$ cat config.mk
export PLATFORM = sky130hd
export DESIGN_NAME = mem_access
export DESIGN_NICKNAME = d
export VERILOG_FILES = /design/src/rtl/mem_access.sv
export SDC_FILE = /design/constraint.sdc
export NUM_CORES = 1
export LEC_CHECK = 0
export CORE_MARGIN = 2
export CORE_UTILIZATION = 36
export DETAILED_ROUTE_END_ITERATION = 8
export PLACE_DENSITY = 0.77
export SLEW_MARGIN = 40
export SYNTH_ARGS = -nofsm -noshare
export SYNTH_HDL_FRONTEND = slang
export SYNTH_SLANG_ARGS = --single-unit
$ cat constraint.sdc
create_clock -name clk -period 2 [get_ports clk]
set_clock_uncertainty 0.05 [all_clocks]
set_input_delay 0.2 -clock clk [delete_from_list [all_inputs] [get_ports clk]]
set_output_delay 0.2 -clock clk [all_outputs]
set_load 0.1 [all_outputs]
$ cat src/rtl/mem_access.sv
// MEM-stage data-memory access unit: alignment checking, AdEL/AdES flagging,
// a single SRAM-like request per load/store, and load-data extension.
module mem_access #(
  parameter int unsigned EXC_ADEL_BIT = 28,
  parameter int unsigned EXC_ADES_BIT = 27
) (
  input  logic        clk,
  input  logic        rst,
  input  logic        valid_i,
  input  logic [7:0]  aluop_i,
  input  logic [31:0] mem_addr_i,
  input  logic [31:0] store_data_i,
  input  logic [31:0] exception_type_i,
  input  logic        regfile_write_enable_i,
  input  logic        advance_i,
  input  logic        flush_i,
  output logic        data_req_o,
  output logic        data_wr_o,
  output logic [1:0]  data_size_o,
  output logic [31:0] data_addr_o,
  output logic [3:0]  data_wstrb_o,
  output logic [31:0] data_wdata_o,
  input  logic        data_addr_ok_i,
  input  logic        data_data_ok_i,
  input  logic [31:0] data_rdata_i,
  output logic [31:0] load_data_o,
  output logic [31:0] exception_type_o,
  output logic [31:0] bad_vaddr_o,
  output logic        regfile_write_enable_o,
  output logic        mem_stall_request_o
);

  localparam logic [7:0] ALUOP_LB  = 8'b1110_0000;
  localparam logic [7:0] ALUOP_LH  = 8'b1110_0001;
  localparam logic [7:0] ALUOP_LW  = 8'b1110_0011;
  localparam logic [7:0] ALUOP_LBU = 8'b1110_0100;
  localparam logic [7:0] ALUOP_LHU = 8'b1110_0101;
  localparam logic [7:0] ALUOP_SB  = 8'b1110_1000;
  localparam logic [7:0] ALUOP_SH  = 8'b1110_1001;
  localparam logic [7:0] ALUOP_SW  = 8'b1110_1011;

  typedef enum logic [1:0] {S_IDLE, S_REQ, S_WAIT, S_DONE} state_t;

  state_t      state;
  logic        cancel;
  logic [1:0]  off_q;
  logic [7:0]  aluop_q;

  logic        is_load;
  logic        is_store;
  logic [1:0]  size_c;
  logic        misaligned;
  logic        adel;
  logic        ades;
  logic        start;
  logic [3:0]  wstrb_c;
  logic [31:0] wdata_c;
  logic [7:0]  byte_sel;
  logic [15:0] half_sel;
  logic [31:0] load_ext;

  // Decode the incoming aluop into access kind and size.
  always_comb begin
    is_load  = 1'b0;
    is_store = 1'b0;
    size_c   = 2'd0;
    case (aluop_i)
      ALUOP_LB, ALUOP_LBU: begin is_load  = 1'b1; size_c = 2'd0; end
      ALUOP_LH, ALUOP_LHU: begin is_load  = 1'b1; size_c = 2'd1; end
      ALUOP_LW:            begin is_load  = 1'b1; size_c = 2'd2; end
      ALUOP_SB:            begin is_store = 1'b1; size_c = 2'd0; end
      ALUOP_SH:            begin is_store = 1'b1; size_c = 2'd1; end
      ALUOP_SW:            begin is_store = 1'b1; size_c = 2'd2; end
      default: ;
    endcase
  end

  assign misaligned = ((size_c == 2'd1) && mem_addr_i[0]) ||
                      ((size_c == 2'd2) && (mem_addr_i[1:0] != 2'b00));
  assign adel = valid_i & is_load  & misaligned;
  assign ades = valid_i & is_store & misaligned;

  assign exception_type_o = exception_type_i
                          | (32'(adel) << EXC_ADEL_BIT)
                          | (32'(ades) << EXC_ADES_BIT);
  assign bad_vaddr_o            = misaligned ? mem_addr_i : '0;
  assign regfile_write_enable_o = regfile_write_enable_i & ~adel;

  assign start = valid_i & (is_load | is_store) & ~misaligned
               & (exception_type_i == '0) & ~flush_i;

  // Store byte enables and lane-replicated write data.
  always_comb begin
    wstrb_c = '0;
    wdata_c = store_data_i;
    case (aluop_i)
      ALUOP_SB: begin
        wstrb_c = 4'b0001 << mem_addr_i[1:0];
        wdata_c = {4{store_data_i[7:0]}};
      end
      ALUOP_SH: begin
        wstrb_c = mem_addr_i[1] ? 4'b1100 : 4'b0011;
        wdata_c = {2{store_data_i[15:0]}};
      end
      ALUOP_SW: wstrb_c = 4'b1111;
      default: ;
    endcase
  end

  // Extend returned read data using the latched op and byte offset.
  always_comb begin
    byte_sel = data_rdata_i[{off_q, 3'b000} +: 8];
    half_sel = off_q[1] ? data_rdata_i[31:16] : data_rdata_i[15:0];
    case (aluop_q)
      ALUOP_LB:  load_ext = {{24{byte_sel[7]}}, byte_sel};
      ALUOP_LBU: load_ext = {24'b0, byte_sel};
      ALUOP_LH:  load_ext = {{16{half_sel[15]}}, half_sel};
      ALUOP_LHU: load_ext = {16'b0, half_sel};
      default:   load_ext = data_rdata_i;
    endcase
  end

  // Request FSM: request fields are held until addr_ok; a flush only marks
  // the access cancelled so the in-flight response is still absorbed.
  always_ff @(posedge clk) begin
    if (rst) begin
      state        <= S_IDLE;
      cancel       <= 1'b0;
      off_q        <= '0;
      aluop_q      <= '0;
      load_data_o  <= '0;
      data_req_o   <= 1'b0;
      data_wr_o    <= 1'b0;
      data_size_o  <= '0;
      data_addr_o  <= '0;
      data_wstrb_o <= '0;
      data_wdata_o <= '0;
    end else begin
      case (state)
        S_IDLE: begin
          if (start) begin
            state        <= S_REQ;
            cancel       <= 1'b0;
            data_req_o   <= 1'b1;
            data_wr_o    <= is_store;
            data_size_o  <= size_c;
            data_addr_o  <= mem_addr_i;
            data_wstrb_o <= wstrb_c;
            data_wdata_o <= wdata_c;
            off_q        <= mem_addr_i[1:0];
            aluop_q      <= aluop_i;
          end
        end
        S_REQ: begin
          if (flush_i) cancel <= 1'b1;
          if (data_addr_ok_i) begin
            data_req_o <= 1'b0;
            if (data_data_ok_i) begin
              cancel <= 1'b0;
              if (cancel || flush_i) begin
                state <= S_IDLE;
              end else begin
                state <= S_DONE;
                if (!data_wr_o) load_data_o <= load_ext;
              end
            end else begin
              state <= S_WAIT;
            end
          end
        end
        S_WAIT: begin
          if (flush_i) cancel <= 1'b1;
          if (data_data_ok_i) begin
            cancel <= 1'b0;
            if (cancel || flush_i) begin
              state <= S_IDLE;
            end else begin
              state <= S_DONE;
              if (!data_wr_o) load_data_o <= load_ext;
            end
          end
        end
        S_DONE: begin
          if (advance_i || flush_i) state <= S_IDLE;
        end
        default: state <= S_IDLE;
      endcase
    end
  end

  assign mem_stall_request_o = ((state == S_IDLE) && start) ||
                               (state == S_REQ) || (state == S_WAIT);

endmodule

==> metrics.cfg <==
[place]
placed_area_mm2 = 0.01031
portBuffers = 313
hpwl_um = 17370
dp_cells = 1270
routabilityCongestion = 0.8773

[cells_and_area]
syn2layout_area_growth_pct = 81.40
fillers = 1290
nets = 1231
multi_input_area_mm2 = 0.003425
n_antenna_cell = 0
design_area_mm2 = 0.01104
drive_gt1_frac = 0.3991
ff_latch_area_mm2 = 0.002316
final_cells = 1315

[sta]
worst_pin_slew_ns = 0.5577
relSlewSlack = 0.6282
hold_viol_final = 0
setup_viol_count_final = 1
period_minus_slack_ns = 2.020
rsz0062_at_grt = true
slew_viol_final = 0
tns_ns = -0.02038
fin_ws_ns = -0.02038
min_period_over_period = 1.010
fmax_mhz = 495.0

[die]
core_mm2 = 0.01658
pin_count = 314
die_x_um = 134.0
dieArea_mm2 = 0.01796
rows = 47
die-height_um = 134.0
start_util = 0.3671

[route]
routed-via-count = 7033
detail-route-antenna-nets = 0
drcViolationCount = 0
drt_pass1_iterations = 5
first_iter_violations = 422
finalWirelength_um = 23640
avgRoutedWirePerCell_um = 17.97
vias_per_cell = 5.348

[setup_path]
reg2regPathDepth = 8
crit_path_start_kind = input port
crit_required_ns = 1.75
cp.arrival_ns = 1.77
critical_path_peak_fanout = 2
critPathKind = in -> out
cp-end-kind = output port

[clock_network]
cts_root_buffer = clkbuf_16
numCtsBuffers = 17
h-tree-depth = 4
cts_buffer_depth = 2
clkSlewWorstSetupHoldPaths_ns = 0.05
cts.sinks = 115
insertion_delay_ns = 0.41
hold_buffers = 0
cts_tree = yes

[grt]
grt_pass1_wl_um = 36520
grt_usage = 0.2546
gr-total-overflow = 0
antenna_found_initial = 0
grt_pass1_vias = 7011
grt_max_degree = 53

[hold_path]
hold_path_class = in -> reg
hold_depth = 2

[power]
power_leakage_nw = 4.518
peakVddDrop_mv = 0.5968
cellPowerDensity_mw_per_mm2 = 619.3

[synth]
synthFlopType = dfxtp_1
synth_edf_count = 0
async_flop_share = 0
synth_top_family_by_area = compound AO/OA/AOI/OAI gates
yosysWarnings = 0
synth.distinct_cells = 58
syn_nets = 889
synthMuxAreaShare = 0.05776
synth-compound-area-share = 0.2752
synthCells = 740
synthAdderAreaFrac = 0.01028
synthesis.area_mm2 = 0.006087
synthXorXnorAreaFrac = 0
synth-simple-area-share = 0.1770
ys_seq_area_frac = 0.3782
syn_area_per_cell_um2 = 8.226
ys_seq_elements = 115

[outcome]
failed_checks = negative setup slack
status = finished with violations

[job]
cap_violations = 0

==> power by group <==
| part | switching (mW) | internal [mW] |
|---|---|---|
| Sequential | 0.0147 | 2.31 |
| Clock | 1.07 | 1.87 |
| Combinational | 0.934 | 0.635 |
| Total | 2.02 | 4.82 |
==> placed cells by master, fill, tap and decap left out, drive strengths merged, types with 2 or more instances in the layout <==
cell / count
and4b: 2
a21oi: 97
a211oi: 46
clkinvlp: 2
clkdlybuf4s15: 8
nor3: 10
nand3: 46
dfxtp: 115
nand2: 44
buf: 296
o21a: 2
dlygate4sd2: 4
clkdlybuf4s50: 98
a22oi: 8
bufinv: 2
nor4b: 2
o31a: 6
clkinv: 9
o21ai: 55
nor2b: 3
and2: 34
or4: 3
mux2i: 34
clkbuf: 35
inv: 19
o211ai: 2
o221a: 6
nand4: 2
ha: 5
a21o: 2
o22ai: 9
nor2: 44
o41a: 2
a31oi: 3
nand2b: 6
o2111ai: 10
nor4: 9
==> cell type report <==
class                      instances  share of cell area
timing repair buffer             422              0.3963
tap                              220             0.02493
clock inverter                    12             0.01020
multi-input combinational        506              0.3101
inverter                          20            0.007365
clock buffer                      20             0.04136
sequential                       115              0.2097
==> flip-flops by register name, indices dropped and copies added (netlist names), 2 cells and up <==
register      count
data_addr_o      32
data_wdata_o     32
aluop_q           8
state             2
load_data_o      32
data_wstrb_o      4
data_size_o       2
==> cell families after synthesis <==
| logic type | count (synthesis) |
|---|---|
| AND/OR/NAND/NOR | 209 |
| multiplexers | 35 |
| AO/OA/AOI/OAI | 257 |
| buffers and inverters | 119 |
| adder cells (fa/ha/maj) | 5 |
| flip-flops | 115 |
==> path summary, 6_finish.rpt <==
path,startpoint,endpoint,slack [ns]
worst max register to register,state[1],load_data_o[1],0.01
worst min register to register,data_addr_o[9],data_addr_o[9],0.41
worst max-delay path,exception_type_i[22],mem_stall_request_o,-0.02
worst min-delay path,rst,aluop_q[5],0.22
==> synth_stat cells (all sizes together) (8+ instances only) <==
cell type	number	area, um2
a22oi	8	60.06
mux2i	34	340.3
a211oi	46	395.4
clkbuf	47	176.4
nor2	44	167.7
o21ai	55	282.8
o2111ai	10	87.58
dfxtp	115	2302
inv	20	75.07
nor3	10	50.05
nand3	46	230.2
nor4	9	71.32
o22ai	9	56.30
a21oi	97	489.2
and2	34	212.7
buf	52	366.6
nand2	44	165.2
==> layer usage <==
layer	vias up	routed length (um)	track usage
met1	3299	8902	0.2966
met4	0	693	0.1047
met2	328	11930	0.4407
met3	50	2109	0.07143
met5	-	0	0
li1	3356	-	-
==> critical path, stage by stage <==
cell and delay [ns]:
buf_8 0.10, nor4_4 0.34, o2111ai_2 0.17, or4_4 0.58, o21ai_4 0.19, buf_12 0.19
==> per-stage QoR <==
step	total power, mW	util	setup WS (ns)	hold WS, ns
6_report	6.839	0.6658	-0.02038	0.2200
5_1_grt	7.051	0.6658	-0.08067	0.2150
4_1_cts	6.861	0.6607	0.0004803	0.1991
3_5_place_dp	3.905	0.6220	-0.5956	0.4010
3_3_place_gp	3.896	0.6220	-0.5572	0.3906
2_1_floorplan	3.174	-	-0.1714	0.2915
==> repair_timing <==
item,CTS,global route
gates cloned,0,1
pin swaps,17,20
buffers inserted,9,4
setup endpoints to repair,91,100
gates resized for setup,118,64
No activity file was read; power rests on OpenSTA's default activity.
